**src/rtl/sram_access_arbiter.sv**
```systemverilog
// sram_access_arbiter: shares one SRAM_Controller port
// between three requesters, round-robin with burst lock.
module sram_access_arbiter #(
  parameter int MAX_BURST    = 8,
  parameter int READ_LATENCY = 2
) (
  input  logic        CLOCK_50_I,
  input  logic        resetn,
  input  logic        sram_ready_i,
  input  logic [2:0]  req_i,
  input  logic [2:0]  we_n_i,
  input  logic [53:0] addr_i,
  input  logic [47:0] wdata_i,
  output logic [2:0]  gnt_o,
  output logic [2:0]  rvalid_o,
  output logic [15:0] rdata_o,
  input  logic [15:0] sram_read_data_i,
  output logic [17:0] SRAM_address,
  output logic [15:0] SRAM_write_data,
  output logic        SRAM_we_n
);

  localparam int         DEPTH = READ_LATENCY + 1;
  localparam logic [3:0] CAP   = 4'(MAX_BURST);

  typedef enum logic [1:0] {
    ARB_IDLE,
    ARB_OWN,
    ARB_GAP
  } arb_t;

  arb_t        r_state;
  logic [1:0]  r_owner;
  logic [1:0]  r_rr_ptr;
  logic [3:0]  r_burst_cnt;

  logic [1:0]  w_p0;
  logic [1:0]  w_p1;
  logic [1:0]  w_p2;
  logic [1:0]  w_win;
  logic        w_win_vld;
  logic [2:0]  w_owner_oh;
  logic        w_others;
  logic        w_cap;
  logic        w_own_ok;
  logic        w_gnt_vld;
  logic [1:0]  w_gnt_id;
  logic [2:0]  w_gnt;
  logic [17:0] w_addr;
  logic [15:0] w_wdata;
  logic        w_we_n;

  logic        r_pv  [DEPTH];
  logic [1:0]  r_pid [DEPTH];

  function automatic logic [1:0] inc3(
    input logic [1:0] p
  );
    return (p == 2'd2) ? 2'd0 : p + 2'd1;
  endfunction

  assign w_p0 = r_rr_ptr;
  assign w_p1 = inc3(w_p0);
  assign w_p2 = inc3(w_p1);

  // first requester at or after the round-robin pointer
  always_comb begin
    w_win     = w_p0;
    w_win_vld = 1'b1;
    if (req_i[w_p0])
      w_win = w_p0;
    else if (req_i[w_p1])
      w_win = w_p1;
    else if (req_i[w_p2])
      w_win = w_p2;
    else
      w_win_vld = 1'b0;
  end

  assign w_owner_oh = 3'b001 << r_owner;
  assign w_others   = |(req_i & ~w_owner_oh);
  assign w_cap      = (r_burst_cnt == CAP) && w_others;
  assign w_own_ok   = req_i[r_owner] && sram_ready_i
                      && !w_cap;

  // grant decision for the current cycle
  always_comb begin
    w_gnt_vld = 1'b0;
    w_gnt_id  = r_owner;
    unique case (r_state)
      ARB_IDLE: begin
        w_gnt_vld = sram_ready_i & w_win_vld;
        w_gnt_id  = w_win;
      end
      ARB_OWN: begin
        w_gnt_vld = w_own_ok;
      end
      default: begin
        w_gnt_vld = 1'b0;
      end
    endcase
  end

  assign w_gnt = w_gnt_vld ? (3'b001 << w_gnt_id) : 3'b000;
  assign gnt_o = w_gnt & {3{resetn}};

  // select the granted requester's access fields
  always_comb begin
    w_addr  = addr_i[17:0];
    w_wdata = wdata_i[15:0];
    w_we_n  = we_n_i[0];
    case (w_gnt_id)
      2'd1: begin
        w_addr  = addr_i[35:18];
        w_wdata = wdata_i[31:16];
        w_we_n  = we_n_i[1];
      end
      2'd2: begin
        w_addr  = addr_i[53:36];
        w_wdata = wdata_i[47:32];
        w_we_n  = we_n_i[2];
      end
      default: begin
        w_addr  = addr_i[17:0];
        w_wdata = wdata_i[15:0];
        w_we_n  = we_n_i[0];
      end
    endcase
  end

  // tenure FSM; burst count saturates at the cap
  always_ff @(posedge CLOCK_50_I or negedge resetn) begin
    if (!resetn) begin
      r_state     <= ARB_IDLE;
      r_owner     <= 2'd0;
      r_rr_ptr    <= 2'd0;
      r_burst_cnt <= 4'd0;
    end else begin
      unique case (r_state)
        ARB_IDLE: begin
          if (w_gnt_vld) begin
            r_owner     <= w_win;
            r_burst_cnt <= 4'd1;
            r_state     <= ARB_OWN;
          end
        end
        ARB_OWN: begin
          if (w_own_ok) begin
            if (r_burst_cnt != CAP)
              r_burst_cnt <= r_burst_cnt + 4'd1;
          end else begin
            r_rr_ptr <= inc3(r_owner);
            r_state  <= ARB_GAP;
          end
        end
        ARB_GAP: begin
          r_state <= ARB_IDLE;
        end
        default: begin
          r_state <= ARB_IDLE;
        end
      endcase
    end
  end

  // register the granted access toward the controller
  always_ff @(posedge CLOCK_50_I or negedge resetn) begin
    if (!resetn) begin
      SRAM_address    <= 18'd0;
      SRAM_write_data <= 16'd0;
      SRAM_we_n       <= 1'b1;
    end else if (w_gnt_vld) begin
      SRAM_address    <= w_addr;
      SRAM_write_data <= w_wdata;
      SRAM_we_n       <= w_we_n;
    end else begin
      SRAM_we_n       <= 1'b1;
    end
  end

  // tag pipe aligning read grants with returning data
  always_ff @(posedge CLOCK_50_I or negedge resetn) begin
    if (!resetn) begin
      for (int i = 0; i < DEPTH; i++) begin
        r_pv[i]  <= 1'b0;
        r_pid[i] <= 2'd0;
      end
    end else begin
      r_pv[0]  <= w_gnt_vld & w_we_n;
      r_pid[0] <= w_gnt_id;
      for (int i = 1; i < DEPTH; i++) begin
        r_pv[i]  <= r_pv[i-1];
        r_pid[i] <= r_pid[i-1];
      end
    end
  end

  assign rvalid_o = r_pv[DEPTH-1]
                    ? (3'b001 << r_pid[DEPTH-1])
                    : 3'b000;
  assign rdata_o  = sram_read_data_i;

endmodule
```
**config.mk**
```make
export PLATFORM = sky130hd
export DESIGN_NAME = sram_access_arbiter
export DESIGN_NICKNAME = d
export VERILOG_FILES = /design/src/rtl/sram_access_arbiter.sv
export SDC_FILE = /design/constraint.sdc
export NUM_CORES = 1
export LEC_CHECK = 0
export CORE_ASPECT_RATIO = 1.5
export CORE_MARGIN = 4
export CORE_UTILIZATION = 35
export DETAILED_ROUTE_END_ITERATION = 7
export PLACE_DENSITY = 0.76
export SLEW_MARGIN = 20
export SYNTH_ARGS = -nofsm -noshare
export SYNTH_HDL_FRONTEND = slang
export SYNTH_SLANG_ARGS = --single-unit
export TNS_END_PERCENT = 50
```
**constraint.sdc**
```tcl
create_clock -name CLOCK_50_I -period 7.07 [get_ports CLOCK_50_I]
set_input_delay 1.414 -clock CLOCK_50_I [delete_from_list [all_inputs] [get_ports CLOCK_50_I]]
set_output_delay 1.414 -clock CLOCK_50_I [all_outputs]
set_load 0.05 [all_outputs]
```
### Word level (Yosys, flattened, before mapping)

Cells that the tools add are included.

* output and inout bits: 57
* bits in registers: 54
* input bits: 127
* word-level logic and storage cells: 85

* reductions and logical operators: 11
* add/subtract/negate cells: 4
* order comparisons: 4
* muxes and demuxes: 32
* bitwise logic cells: 6
* eq/ne operators: 12
* shift-type cells: 3

Operators by type and width (count)
* $pmux 18 s2: 1
* $pmux 16 s2: 1
* $mux 2: 9
* $lt 2x3->1 const B: 4
* $mux 4: 3
* $shl 1x2->3 const A: 3
* $bmux 1 s2: 4
* $eq 2x2->1 const B: 4
* $mux 1: 8
* $ne 2x2->1 const B: 4
* $pmux 4 s2: 1
* $add 2x1->2 const B: 3
* $and 3x3->3: 2
* $mux 3: 2
* $reduce_and 2->1: 3
* $add 4x1->4 const B: 1
* $eq 2x1->1 const B: 2
* $eq 4x4->1 const B: 1
* $ne 4x4->1 const B: 1
* $pmux 1 s2: 2
* $pmux 2 s2: 1
* $reduce_and 4->1: 1
* $logic_and 1x1->1: 3
* $not 3->3: 1
* other kinds (6): 7

### Longest topological paths before layout

Gate-level depths: netlist of run 1.

* word-level depth: 13
* gate-level depth with buffers: 12
* depth with buffers taken out: 10

### Least setup slack after synthesis of run 1

OpenSTA, ideal clock, no wires.

* kind: input port to output port
* start point: input port req_i[0]
* end point: output port gnt_o[1]
* path slack: 2.359 ns
* cell stages on the path: 9
* data required time: 5.656 ns
* path buffers: 3
* arrival time: 3.297 ns
* cell sequence: buf_2 -> a21oi_1 -> nor2_1 -> o32a_1 -> a21oi_1 -> ha_1 -> clkbuf_1 -> clkbuf_1 -> and3_1

* word-level cells in the longest chain between the ends: 9
* elaborated cells on any way between the ends: 26
* those cells by class: shift: 1; mux: 17; bitwise: 3; reduce/logical: 5

Ends and longest elaborated chain
* start, declared: RTL line 10 `input logic [2:0] req_i,`
* $bmux 1 s2: RTL line 74 `else if (req_i[w_p2])`
* $mux 1 (implied by the code): RTL line 74
* $mux 2: RTL line 74
* $mux 2: RTL line 72 `else if (req_i[w_p1])`
* $mux 2 *: RTL line 70 `if (req_i[w_p0])`
* $mux 2 *: RTL line 90 `unique case (r_state)`
* net w_gnt_id[0]: RTL line 47 `logic [1:0] w_gnt_id;`
* $shl 1x2->3 *: RTL line 104 `assign w_gnt = w_gnt_vld ? (3'b001 << w_gnt_id) : 3'b000;`
* $mux 3 *: RTL line 104
* $and 3x3->3 *: RTL line 105 `assign gnt_o = w_gnt & {3{resetn}};`
* end, declared: RTL line 14 `output logic [2:0] gnt_o,`

Mark *: on every way through the listed nets, which the timed path passes. The rest lies on a longest branch. The select of a mux whose other input is x is not followed.

### Worst setup path after layout of run 1

* start point: input port req_i[2]
* end point: output port gnt_o[0]

* word-level cells in the longest chain between the ends: 9
* elaborated cells on any way between the ends: 26
* those cells by class: shift: 1; mux: 17; bitwise: 3; reduce/logical: 5

Ends and longest elaborated chain (RTL line)
* $bmux 1 s2: 74
* $mux 1 (implied by the code): 74
* $mux 1 or $mux 2 (tied branches): 74
* $mux 1 or $mux 2 (tied branches): 72
* $mux 1 or $mux 2 (tied branches): 70
* $and 1x1->1 or $mux 2 (tied branches): 92, 90
* $pmux 1 s2 or $shl 1x2->3 (tied branches): 90, 104
* $mux 3 *: 104
* $and 3x3->3 *: 105

Mark *: on every way between the ends. The rest lies on a longest branch, timed or not. The select of a mux whose other input is x is not followed.

==> results of run 1 <==
cell type report:
cell class / instances / share of cell area
clock buffer: 6 / 0.0297
tap: 107 / 0.0286
inverter: 9 / 0.00722
sequential: 54 / 0.289
timing repair buffer: 155 / 0.328
multi-input combinational: 207 / 0.315
clock inverter: 2 / 0.00267
layer usage:
| layer | share of wire | GRT usage | vias to the layer above |
|---|---|---|---|
| met1 | 0.36 | 0.169 | 1287 |
| li1 | - | - | 1336 |
| met5 | 0 | 0 | - |
| met2 | 0.53 | 0.304 | 112 |
| met4 | 0.030 | 0.0634 | 0 |
| met3 | 0.076 | 0.0484 | 32 |
final timing paths:
check / from / cells past startpoint / end / slack [ns]
worst max-delay path: req_i[2] / 8 / gnt_o[0] / 1.48
worst min-delay path: r_pv[2]$_DFF_PN0_ / 0 / r_pv[1]$_DFF_PN0_ / 0.35
worst max register to register: r_rr_ptr[0]$_DFFE_PN0P_ / 8 / SRAM_address[3]$_DFFE_PN0N_ / 4.56
worst min register to register: r_pv[2]$_DFF_PN0_ / 0 / r_pv[1]$_DFF_PN0_ / 0.35
max in group asynchronous: resetn / 2 / SRAM_address[5]$_DFFE_PN0N_ / 5.17
min in group asynchronous: resetn / 1 / r_pid[4]$_DFF_PN0_ / 1.09
cell families (layout without fill, tap and decap cells):
family          after synthesis  count (layout)  synth area share
compound gates               94              94             0.198
simple gates                 70              70             0.112
flops                        54              54             0.441
buf+inv                      47             172            0.0835
mux                          37              37             0.142
fa+ha+maj                     5               5            0.0204
xor+xnor                      1               1           0.00285
synthesized netlist by cell type:
cell type,number,area [sq um]
a31oi_1,2,12.5
nor4b_1,1,8.76
and3_1,3,18.8
mux2_2,32,360
nand2b_1,1,6.26
nor3_4,1,16.3
or3b_2,1,8.76
buf_6,2,22.5
clkbuf_1,16,60.1
and3b_1,1,8.76
nor2_2,1,6.26
nor2_1,46,173
buf_4,16,120
nand4b_1,1,8.76
buf_2,4,20.0
or3_1,1,6.26
nor3b_1,1,7.51
nor2b_1,1,6.26
nand3b_1,1,7.51
o31ai_2,1,12.5
and4b_1,1,10.0
o32a_1,1,10.0
dfrtp_1,53,1330
o31ai_1,1,7.51
nor3_1,1,5.00
nand2_1,4,15.0
xnor2_1,1,8.76
o21ai_0,4,20.0
mux2_4,5,75.1
a21boi_1,1,7.51
inv_2,1,3.75
and4bb_2,1,12.5
a21oi_2,1,8.76
o22ai_1,2,12.5
a22oi_1,35,263
a22oi_4,1,21.3
a21oi_1,42,210
a21o_1,2,15.0
a32oi_1,1,8.76
nand3_1,1,5.00
ha_1,5,62.6
inv_1,8,30.0
and2b_1,2,15.0
dfstp_2,1,26.3
flip-flops by register name (all words and copies together), names as in the netlist:
register,flops
r_burst_cnt,4
r_state,2
r_pid,6
SRAM_write_data,16
r_pv,3
SRAM_address,18
r_rr_ptr,2
SRAM_we_n,1
r_owner,2
stage by stage:
stage | setup WS (ns) | power (mW)
final | 1.48 | 2.71
after CTS | 1.46 | 2.73
after global routing | 1.28 | 2.92
after detailed placement | 1.47 | 2.48
after global placement | 1.54 | 2.44
after floorplan | 2.36 | 1.98
where the power goes:
group / internal (mW) / total, mW / switching (mW)
Clock: 0.140 / 0.245 / 0.105
Sequential: 0.470 / 0.574 / 0.104
Combinational: 0.773 / 1.89 / 1.12
Total: 1.38 / 2.71 / 1.33
==> impl_metrics.py, run 1 <==
metrics = {
    "outcome": {
        "outcome": "finished, final reports clean",
    },
    "finish": {
        "finalInstanceArea_sq_mm": 0.00468,
        "multi_input_area_sq_mm": 0.00147,
        "seq_area_sq_mm": 0.00135,
        "final_common_cell": "clkdlybuf4s50_1",
        "drive_gt1_frac": 0.139,
        "fill_cells": 751,
        "final_cell_mix": "150 x clkdlybuf4s50_1, 53 x dfrtp_1, 46 x nor2_1, 42 x a21oi_1, 35 x a22oi_1",
        "syn2layout_area_growth_pct": 52.5,
        "fin_cells": 540,
        "antenna_cells": 0,
        "nNetsFinal": 564,
        "post-route-util": 0.553,
    },
    "floorplanning": {
        "chipWidth_microns": 84.5,
        "die-area_sq_mm": 0.0104,
        "coreArea_sq_mm": 0.00846,
        "initial_core_util": 0.363,
        "pin_count": 184,
        "core.rowCount": 41,
        "die_y_microns": 123,
    },
    "synthesis": {
        "ys_seq_elements": 54,
        "yosysWarnings": 0,
        "syn-num-nets": 440,
        "syn_inst": 308,
        "yosysUniqueCellTypes": 44,
        "syn_area_per_cell_sq_um": 9.97,
        "synth_area_sq_mm": 0.00307,
        "synth-seq-area-share": 0.441,
    },
    "pwr": {
        "p_leak_nw": 1.92,
        "powerDensity_mw_per_mm2": 580,
        "ir_drop_v": 0.000325,
    },
    "grt": {
        "grt-ovfl-total": 0,
        "grt_util_all_layers": 0.162,
        "grt_pass1_wl_microns": 13600,
        "grt_pass1_vias": 2961,
        "grt_max_degree": 71,
        "antenna_found_initial": 0,
    },
    "run": {
        "maxCapViolations": 0,
    },
    "clock_tree": {
        "post_cts_buffers": 0,
        "cts_root_buffer": "clkbuf_16",
        "cts.repair.resized": 0,
        "cts_buffers": 5,
        "cts_tree": "built",
        "clkTransAtPathRegs_ns": 0.07,
        "clkLatencyLatePin_ns": 0.28,
        "cts_hold_buffers": 0,
        "cts_max_level": 2,
        "cts_buffer_depth": 2,
        "cts_sinks": 54,
    },
    "worst_setup_path": {
        "crit_chain": "clkdlybuf4s50_1 > a21boi_1 > o31ai_2 > nor3_4 > nor2_2 > inv_2 > and3_1 > clkdlybuf4s50_1",
        "crit_arrival_ns": 4.17,
        "crit_family": "buffers and inverters",
        "cp_max_fo": 25,
        "crit_path_frequent_cell": "clkdlybuf4s50_1",
        "crit_buf_inv": 3,
        "crit_path_end_kind": "output pin",
        "slowest_delay_ns": 0.81,
        "crit_slowest_cell": "clkdlybuf4s50_1",
        "critPathLaunchType": "input pin",
        "crit_type": "in -> out",
        "required_ns": 5.66,
    },
    "timing": {
        "drv_slew": 0,
        "slew_headroom": 0.564,
        "hold_viol_final": 0,
        "max_freq_ghz": 0.179,
        "fin_tns_setup_ns": 0,
        "rsz0062_at_grt": "false",
        "finalSetupViolCount": 0,
        "holdWs_ns": 0.350,
        "min_period_over_period": 0.790,
        "finClkSkew_ns": 0.00379,
        "tightest_slew_ns": 0.654,
        "final.min_clock_period_ns": 5.59,
    },
    "detailed_routing": {
        "ant_nets": 0,
        "totalWireLength_microns": 8660,
        "first_iter_violations": 64,
        "drc": 0,
        "first_pass_iters": 4,
        "routed_via_density": 5.12,
        "avgRoutedWirePerCell_microns": 16.0,
        "num_vias": 2767,
    },
    "hold_path": {
        "hold_path.class": "reg -> reg",
    },
    "placement": {
        "placement.io_buffers": 151,
        "post_dp_cell_area_sq_mm": 0.00452,
        "dp_cells": 532,
        "hpwl_microns": 6810,
        "place_congestion": 0.902,
    },
}
(Power assumes the default switching activity.)
==> inputs of run 2 (changes only) <==
clock period = 5.7 ns   (was 7.07 ns; I/O delays follow)
==> run 2 against run 1 <==
Sequential share of layout area about the same. Largest power group unchanged. Power up 24%. Final area hardly changed. Critical path depth fell by 1. Register-to-register slack worse by 1.7 ns. Clock skew grew 0.0028 ns. Utilization hardly changed. Largest cell class unchanged. Critical path type unchanged. Sequential power up 24%. Non-clock buffer count rose by 1.
==> impl_metrics.py, run 2 (synthesis results as in run 1) <==
metrics = {
    "floorplanning": {
        "die_y_microns": 123,
        "core.rowCount": 41,
        "coreArea_sq_mm": 0.00846,
        "chipWidth_microns": 84.5,
        "die-area_sq_mm": 0.0104,
        "initial_core_util": 0.363,
        "pin_count": 184,
    },
    "grt": {
        "grt-ovfl-total": 0,
        "grt_max_degree": 57,
        "grt_util_all_layers": 0.173,
        "grt_pass1_wl_microns": 14200,
        "antenna_found_initial": 0,
        "grt_pass1_vias": 2939,
    },
    "finish": {
        "syn2layout_area_growth_pct": 52.5,
        "largest_register_ffs": 18,
        "fin_cells": 541,
        "top_regs": "SRAM_address x18, SRAM_write_data x16, r_pid x6",
        "final_cell_mix": "148 x clkdlybuf4s50_1, 53 x dfrtp_1, 46 x nor2_1, 42 x a21oi_1, 35 x a22oi_1",
        "nNetsFinal": 565,
        "regMostFlops": "SRAM_address",
        "final_common_cell": "clkdlybuf4s50_1",
        "drive_gt1_frac": 0.143,
        "antenna_cells": 0,
    },
    "outcome": {
        "outcome": "finished, final reports clean",
    },
    "timing": {
        "max_freq_ghz": 0.214,
        "min_period_over_period": 0.821,
        "final.min_clock_period_ns": 4.68,
        "finClkSkew_ns": 0.00664,
        "slew_headroom": 0.552,
        "hold_viol_final": 0,
        "fin_tns_setup_ns": 0,
        "finalSetupViolCount": 0,
        "tightest_slew_ns": 0.673,
        "rsz0062_at_grt": "false",
        "drv_slew": 0,
    },
    "detailed_routing": {
        "wirelength_met1_microns": 3070,
        "wl_met2_microns": 4900,
        "first_pass_iters": 4,
        "avgRoutedWirePerCell_microns": 16.4,
        "num_vias": 2747,
        "top_layer_used": "met4",
        "ant_nets": 0,
        "routed_via_density": 5.08,
        "met3_length_microns": 635,
        "drc": 0,
        "first_iter_violations": 88,
        "totalWireLength_microns": 8860,
    },
    "clock_tree": {
        "cts_buffers": 5,
        "cts_root_buffer": "clkbuf_16",
        "cts_max_level": 2,
        "clkLatencyLatePin_ns": 0.28,
        "cts.repair.resized": 0,
        "cts_tree": "built",
        "post_cts_buffers": 0,
        "cts_sinks": 54,
        "cts_buffer_depth": 2,
        "clkTransAtPathRegs_ns": 0.06,
        "cts_hold_buffers": 0,
    },
    "hold_path": {
        "hold_path.class": "reg -> reg",
    },
    "worst_setup_path": {
        "required_ns": 4.56,
        "crit_path_end_kind": "output pin",
        "critPathLaunchType": "input pin",
        "crit_arrival_ns": 3.54,
        "crit_type": "in -> out",
        "cp_max_fo": 9,
    },
    "placement": {
        "dp_cells": 533,
        "hpwl_microns": 6860,
        "placement.io_buffers": 151,
        "place_congestion": 0.829,
    },
    "pwr": {
        "ir_drop_v": 0.000386,
        "powerDensity_mw_per_mm2": 717,
        "p_leak_nw": 1.93,
    },
    "run": {
        "maxCapViolations": 0,
    },
}
==> run 2: cell count changes in the layout (fill, tap and decap cells not counted), sizes merged <==
cell and change:
buf +3, clkbuf +1, clkdlybuf4s50 -2, clkinvlp -1
==> run 2: area by class of cell <==
class	instances	area, sq um
fill	795	3780
timing repair buffer	156	1550
multi-input combinational	207	1460
sequential	54	1350
clock buffer	7	143
tap	107	134
inverter	9	33.8
clock inverter	1	5.00
==> run 2: worst paths after layout <==
check,cells after the start,endpoint,slack (ns),startpoint
worst max-delay path,7,gnt_o[0],1.02,req_i[0]
worst min register to register,0,r_pid[1]$_DFF_PN0_,0.35,r_pid[3]$_DFF_PN0_
min in group asynchronous,2,SRAM_write_data[1]$_DFFE_PN0N_,1.02,resetn
max in group asynchronous,2,SRAM_address[1]$_DFFE_PN0N_,4.24,resetn
worst min-delay path,0,r_pid[1]$_DFF_PN0_,0.35,r_pid[3]$_DFF_PN0_
worst max register to register,9,SRAM_write_data[1]$_DFFE_PN0N_,2.89,r_rr_ptr[0]$_DFFE_PN0P_
==> run 2: routing by layer <==
layer	vias to the layer above	track usage
li1	1339	-
met3	32	0.0484
met4	0	0.0683
met1	1268	0.178
met5	-	0
met2	108	0.329
==> run 2: per-stage QoR <==
step	power (mW)	area (sq um)	utilization	hold slack, ns	worst slack (ns)
6_report	3.36	4680	0.553	0.352	1.02
5_1_grt	3.64	4680	0.553	0.355	0.876
4_1_cts	3.41	4680	0.553	0.354	1.02
3_5_place_dp	3.09	4540	0.536	0.339	1.03
3_3_place_gp	3.04	4540	0.536	0.334	1.14
2_1_floorplan	2.45	3070	-	0.331	1.54
==> run 2: critical path, cell delays in order <==
cell and delay (ns):
clkdlybuf4s50_1 0.65, o21ai_0 0.16, a32oi_1 0.28, a21o_1 0.20, ha_2 0.17, and3_1 0.14, clkdlybuf4s50_1 0.80
==> run 2: report_power, final <==
part	internal [mW]	switching [mW]	leakage, nW
Combinational	0.955	1.39	1.21
Sequential	0.584	0.128	0.651
Clock	0.174	0.124	0.0739
Total	1.71	1.65	1.93
